File: src/rtl/i2c_pkg.sv
// Shared definitions for the I2C transaction sequencer: FSM states and parameter defaults.
package i2c_pkg;

    localparam int unsigned I2C_DEPTH_DEF   = 4;
    localparam int unsigned I2C_TIMEOUT_DEF = 255;

    typedef enum logic [2:0] {
        ST_IDLE,
        ST_START,
        ST_SEND,
        ST_WAIT,
        ST_STOP,
        ST_DONE
    } seq_state_e;

    function automatic logic [7:0] sat_inc8(input logic [7:0] v);
        return (v == 8'hFF) ? v : v + 8'd1;
    endfunction

endpackage

File: src/rtl/i2c_byte_fifo.sv
// Byte FIFO with synchronous flush; push while full succeeds only when a pop happens in the same cycle.
module i2c_byte_fifo
    import i2c_pkg::*;
#(
    parameter int unsigned DEPTH = I2C_DEPTH_DEF
) (
    input  logic       clk,
    input  logic       rst,
    input  logic       push,
    input  logic [7:0] din,
    input  logic       pop,
    input  logic       flush,
    output logic       full,
    output logic       empty,
    output logic [7:0] head
);

    localparam int unsigned AW = $clog2(DEPTH);
    localparam int unsigned CW = AW + 1;

    logic [7:0]    r_mem [DEPTH];
    logic [AW-1:0] r_wr_ptr;
    logic [AW-1:0] r_rd_ptr;
    logic [CW-1:0] r_count;
    logic          w_do_push;
    logic          w_do_pop;

    assign full      = (r_count == CW'(DEPTH));
    assign empty     = (r_count == '0);
    assign head      = r_mem[r_rd_ptr];
    assign w_do_pop  = pop && !empty;
    assign w_do_push = push && (!full || w_do_pop);

    always_ff @(posedge clk) begin
        if (w_do_push && !flush)
            r_mem[r_wr_ptr] <= din;
    end

    always_ff @(posedge clk or negedge rst) begin
        if (!rst) begin
            r_wr_ptr <= '0;
            r_rd_ptr <= '0;
            r_count  <= '0;
        end else if (flush) begin
            r_wr_ptr <= '0;
            r_rd_ptr <= '0;
            r_count  <= '0;
        end else begin
            if (w_do_push)
                r_wr_ptr <= r_wr_ptr + AW'(1);
            if (w_do_pop)
                r_rd_ptr <= r_rd_ptr + AW'(1);
            case ({w_do_push, w_do_pop})
                2'b10:   r_count <= r_count + CW'(1);
                2'b01:   r_count <= r_count - CW'(1);
                default: r_count <= r_count;
            endcase
        end
    end

endmodule

File: src/rtl/i2c_txn_sequencer.sv
// Sequences FIFO bytes into an I2C master: start, per-byte handshake with timeout, stop, completion pulse.
module i2c_txn_sequencer
    import i2c_pkg::*;
#(
    parameter int unsigned DEPTH   = I2C_DEPTH_DEF,
    parameter int unsigned TIMEOUT = I2C_TIMEOUT_DEF
) (
    input  logic       clk,
    input  logic       rst,
    input  logic       wr_en,
    input  logic [7:0] wr_data,
    output logic       full,
    input  logic       go,
    output logic       busy,
    output logic       m_start,
    output logic       m_stop,
    output logic [7:0] m_din,
    output logic       m_chk,
    input  logic       m_done,
    input  logic       m_ack,
    output logic       txn_done,
    output logic       nack_err,
    output logic       tmo_err,
    output logic [7:0] byte_cnt
);

    localparam int unsigned          TW       = $clog2(TIMEOUT + 1);
    localparam logic [TW-1:0]        TMO_LAST = TW'(TIMEOUT - 1);

    seq_state_e    r_state;
    logic          r_busy, r_start, r_stop, r_chk, r_txn_done, r_nack, r_tmo;
    logic [7:0]    r_din;
    logic [7:0]    r_byte_cnt;
    logic [TW-1:0] r_tmo_cnt;
    logic          w_empty, w_pop, w_flush, w_tmo_hit;
    logic [7:0]    w_head;

    assign w_tmo_hit = (r_tmo_cnt == TMO_LAST);
    assign w_pop     = (r_state == ST_SEND);
    // Both abort paths drain the FIFO in the same cycle the WAIT decision is taken.
    assign w_flush   = (r_state == ST_WAIT) && (m_done ? !m_ack : w_tmo_hit);

    i2c_byte_fifo #(.DEPTH(DEPTH)) u_fifo (
        .clk   (clk),
        .rst   (rst),
        .push  (wr_en),
        .din   (wr_data),
        .pop   (w_pop),
        .flush (w_flush),
        .full  (full),
        .empty (w_empty),
        .head  (w_head)
    );

    always_ff @(posedge clk or negedge rst) begin
        if (!rst) begin
            r_state    <= ST_IDLE;
            r_busy     <= 1'b0;
            r_start    <= 1'b0;
            r_stop     <= 1'b0;
            r_chk      <= 1'b0;
            r_txn_done <= 1'b0;
            r_nack     <= 1'b0;
            r_tmo      <= 1'b0;
            r_din      <= '0;
            r_byte_cnt <= '0;
            r_tmo_cnt  <= '0;
        end else begin
            r_start    <= 1'b0;
            r_stop     <= 1'b0;
            r_chk      <= 1'b0;
            r_txn_done <= 1'b0;
            case (r_state)
                ST_IDLE: begin
                    if (go && !w_empty) begin
                        r_state    <= ST_START;
                        r_start    <= 1'b1;
                        r_busy     <= 1'b1;
                        r_nack     <= 1'b0;
                        r_tmo      <= 1'b0;
                        r_byte_cnt <= '0;
                    end
                end
                ST_START: r_state <= ST_SEND;
                ST_SEND: begin
                    r_din     <= w_head;
                    r_chk     <= 1'b1;
                    r_tmo_cnt <= '0;
                    r_state   <= ST_WAIT;
                end
                ST_WAIT: begin
                    if (m_done) begin
                        if (m_ack) begin
                            r_byte_cnt <= sat_inc8(r_byte_cnt);
                            r_state    <= w_empty ? ST_STOP : ST_SEND;
                            r_stop     <= w_empty;
                        end else begin
                            r_nack  <= 1'b1;
                            r_state <= ST_STOP;
                            r_stop  <= 1'b1;
                        end
                    end else if (w_tmo_hit) begin
                        r_tmo   <= 1'b1;
                        r_state <= ST_STOP;
                        r_stop  <= 1'b1;
                    end else begin
                        r_tmo_cnt <= r_tmo_cnt + TW'(1);
                    end
                end
                ST_STOP: begin
                    r_state    <= ST_DONE;
                    r_txn_done <= 1'b1;
                end
                ST_DONE: begin
                    r_state <= ST_IDLE;
                    r_busy  <= 1'b0;
                end
                default: r_state <= ST_IDLE;
            endcase
        end
    end

    assign busy     = r_busy;
    assign m_start  = r_start;
    assign m_stop   = r_stop;
    assign m_din    = r_din;
    assign m_chk    = r_chk;
    assign txn_done = r_txn_done;
    assign nack_err = r_nack;
    assign tmo_err  = r_tmo;
    assign byte_cnt = r_byte_cnt;

endmodule
File: config.mk
export PLATFORM = sky130hd
export DESIGN_NAME = i2c_txn_sequencer
export DESIGN_NICKNAME = d
export VERILOG_FILES = /design/src/rtl/i2c_pkg.sv /design/src/rtl/i2c_byte_fifo.sv /design/src/rtl/i2c_txn_sequencer.sv
export SDC_FILE = /design/constraint.sdc
export NUM_CORES = 1
export LEC_CHECK = 0
export CAP_MARGIN = 20
export CORE_AREA = 3 3 82 84
export CTS_BUF_LIST = sky130_fd_sc_hd__clkbuf_8
export CTS_CLUSTER_DIAMETER = 100
export DETAILED_ROUTE_END_ITERATION = 10
export DIE_AREA = 0 0 85 87
export PLACE_DENSITY = 0.87
export SLEW_MARGIN = 10
export SYNTH_ARGS = -nofsm -noshare
export SYNTH_HDL_FRONTEND = slang
export SYNTH_SLANG_ARGS = --single-unit
File: constraint.sdc
create_clock -name clk -period 2.7 [get_ports clk]
set_input_delay 0.81 -clock clk [delete_from_list [all_inputs] [get_ports clk]]
set_output_delay 0.81 -clock clk [all_outputs]
set_load 0.01 [all_outputs]
==> results by group <==
Global route
  • GR Overflow Total: 0
  • Initial antenna violation count: 0
  • Largest net degree at the start of global routing: 21
  • Gr usage total: 19.80%
  • First-pass GRT wire length: 11310 um
  • Number of global-route vias before repair: 2395

STA
  • Crit path time final: 2.634 ns
  • Final Hold Viols: 0
  • Crit share post-route: 97.54%
  • Final worst setup slack: 0.06643 ns
  • Final slew viol count: 0
  • Relative slew slack: 54.44%
  • Max Fclk: 379.7 MHz
  • # setup viols final: 0
  • RSZ-0062 raised after global routing: no
  • WHS: 0.3377 ns
  • Setup_tns: 0 ns
  • Worst Max-Slew Pin Slew: 0.6804 ns
  • Clock skew: 0.01061 ns

Clock network
  • Hold_buf cts: 0
  • CTS tree: built
  • Worst skew pair latency: 0.34 ns
  • Max Buffers Root-to-Sink: 2
  • H-tree Lvls: 3
  • Reg clk slew, reported paths: 0.08 ns
  • Clock Sink Count: 73
  • Root Driver: clkbuf_8
  • Cts bufs inserted: 9

Yosys
  • Ys async rst share: 56.16%
  • Largest cells by area after synthesis: dfrtp_1, edfxtp_1, mux4_2, nand2_1, ha_1
  • Ys Warns: 0
  • Post-Syn Instances: 268
  • Mapped Area: 0.003269 sq mm
  • Avg Synthesized Cell Area: 12.20 sq um
  • Top FF cell, synth: dfrtp_1
  • Synth cell types: 50
  • FF+latch count, synth: 73
  • Number of synthesized flops with an enable pin: 32
  • Seq/Total Area, Yosys: 60.77%
  • Post-synth top area cell: dfrtp_1
  • Synth top area share: 31.38%
  • Syn Nets: 290

Routing
  • DRT antenna net count: 0
  • Iteration-0 DRC Markers: 195
  • Vias: 2366
  • First-pass iteration count of the detailed router: 4
  • Vias/cell: 5.975
  • Routed len/inst: 16.51 um
  • # DRC: 0
  • WL final: 6539 um

Power and ir drop
  • Internal: 2.639 mW
  • Maximum VDD drop: 0.5105 mV
  • Combinational share of power: 36.9%
  • Reg power frac: 42.7%
  • Net Sw Frac: 35.30%
  • Sw Pwr: 1.440 mW
  • PwrDens: 1029 mW/mm^2
  • Clock network power share: 20.5%
  • Total power: 4.079 mW
  • Leakage: 1.605 nW

Critical path
  • Worst Reg2Reg Path Length in Cells: 8
  • CP max-delay cell: clkdlybuf4s50_1
  • Startpoint Class: flip-flop
  • Worst-path maximum fanout: 2
  • Critical Path Stages: 3
  • Critical Path Max Stage Delay: 0.52 ns
  • Buffers & Inverters on Critical Path: 2
  • Crit path DAT: 1.82 ns
  • Critical Path End Type: output pin
  • Worst R2R Setup Slack: 0.26 ns
  • Critical path required time: 1.89 ns
  • Kind of critical path: flip-flop to output pin
  • Worst R2R Start: u_fifo.r_count[0]
  • Crit path cell chain: or3b_2, inv_1, clkdlybuf4s50_1
  • Delay-heaviest family, CP: buffers and inverters
  • CP startpoint: u_fifo.r_count[0]

Placed design
  • PortBufs: 37
  • Post-DP HPWL: 4673 um
  • RD Place Congestion: 0.9380
  • Worst slack at placement: 0.1448 ns

Run
  • MaxCap Viol Count: 0

Floorplanning
  • Die outline height: 87 um
  • Die area: 0.007395 sq mm
  • FP Rows: 28
  • Initial Utilization: 54.57%
  • Core area: 0.005991 sq mm
  • IO Pins: 38
  • Die Wd: 85 um

Min path
  • Worst min path class: primary input to asynchronous set/reset pin

Final layout
  • Layout cell share with drive strength beyond 1: 13.40%
  • Antenna diodes: 0
  • Area grow syn2layout: 21.20%
  • Final nets: 339
  • Filler Cell Count: 416

Run status
  • Outcome: completed
-- cell usage after synthesis (all sizes together) (7+ instances only) --
master	count
inv	10
or3	7
a21oi	9
dfrtp	41
edfxtp	32
ha	7
a31oi	10
buf	7
nand2	40
nand3	9
mux4	8
o21ai	15
nor2	10
-- flip-flops by register name (all words and copies together) (netlist names) --
| signal | flops |
|---|---|
| busy | 1 |
| byte_cnt | 8 |
| m_chk | 1 |
| m_din | 8 |
| m_start | 1 |
| m_stop | 1 |
| nack_err | 1 |
| r_state | 3 |
| r_tmo_cnt | 8 |
| tmo_err | 1 |
| txn_done | 1 |
| u_fifo.r_count | 3 |
| u_fifo.r_mem | 32 |
| u_fifo.r_rd_ptr | 2 |
| u_fifo.r_wr_ptr | 2 |
-- worst reg2reg max path, delay by kind of cell (launching register included) --
kind | cells | cell delay (ns)
buffers and inverters | 1 | 0.17
adders and majority gates | 1 | 0.42
DFF | 1 | 0.40
AOI/OAI and AO/OA | 1 | 0.12
and+or+nand+nor | 5 | 1.26
-- per-layer routing --
metal	up-vias	wire, um	share of wire, %	global-route usage, %
li1	1097	-	-	-
met1	1166	2881	44	25.48
met2	87	3170	48	31.78
met3	16	347	5.3	4.636
met4	0	140	2.1	9.640
met5	-	0	0	0
-- through the flow --
| step | instances | util [%] | cell area (sq um) |
|---|---|---|---|
| 5_1_grt | 396 | 66.14 | 3963 |
| 4_1_cts | 396 | 66.14 | 3963 |
| 3_3_place_gp | 378 | 62.53 | 3746 |
| 6_report | 396 | 66.14 | 3963 |
| 3_5_place_dp | 378 | 62.53 | 3746 |
| 2_1_floorplan | 268 | - | 3269 |
-- power by group through the flow --
stage / Sequential (mW) / Combinational (mW) / Clock (mW)
after floorplan: 1.71 / 0.955 / 0
after global placement: 1.77 / 1.36 / 0
after detailed placement: 1.79 / 1.43 / 0
after CTS: 1.74 / 1.50 / 0.848
after global routing: 1.78 / 1.65 / 0.901
final: 1.74 / 1.50 / 0.836
-- final timing paths --
check,end
setup / recovery,full
hold / removal,byte_cnt[5]
setup reg to reg,u_fifo.r_count[2]
hold reg to reg,m_din[0]
max in group asynchronous,r_tmo_cnt[7]
min in group clk,m_din[0]
-- kinds of logic (layout without fill, tap and decap cells) --
family	Yosys count	in the layout	synth area share, %
adders and majority gates	8	8	3.291
buffers and inverters	22	75	2.908
muxes	9	9	5.817
and+or+nand+nor	92	92	13.97
DFF	73	73	60.77
AOI/OAI and AO/OA	59	59	11.90
xor gates and xnor gates	5	5	1.340
-- placed cells by master, fill, tap and decap left out, drive strengths merged, types with 2 or more instances in the layout --
cell type / netlist / final
o21ai: 15 / 15
nand2b: 2 / 2
a21o: 3 / 3
clkdlybuf4s50: 0 / 36
inv: 10 / 12
mux4: 8 / 8
edfxtp: 32 / 32
buf: 7 / 14
nand3: 9 / 9
or3: 7 / 7
and4: 2 / 2
xnor2: 2 / 2
xor2: 3 / 3
a31oi: 10 / 10
nor3: 3 / 3
o221ai: 2 / 2
dfrtp: 41 / 41
nor2: 10 / 10
o211ai: 2 / 2
nand2: 40 / 40
nand4: 3 / 3
and3: 6 / 6
a21oi: 9 / 9
ha: 7 / 7
nor4: 2 / 2
o31ai: 4 / 4
clkinvlp: 0 / 2
or3b: 3 / 3
and2: 2 / 2
o21a: 2 / 2
clkbuf: 5 / 9
-- layout make-up --
cell class | instances | area [sq um] | share of cell area (%)
clock buffers | 9 | 123.9 | 3.126
clock inverters | 6 | 67.56 | 1.705
inverters | 10 | 37.54 | 0.9473
multi-input cells | 173 | 1187 | 29.97
flip-flops and latches | 73 | 1989 | 50.21
well taps | 75 | 93.84 | 2.368
repair buffers | 50 | 462.9 | 11.68
-- timing repair --
| action | 4_1_cts | 5_1_grt |
|---|---|---|
| setup buffers | 3 | 0 |
| setup endpoints to repair | 1 | 0 |
| gates resized for setup | 2 | 0 |
| endpoints found under the hold margin | 0 | 0 |
Note: power is estimated with default switching activity, not from simulation.
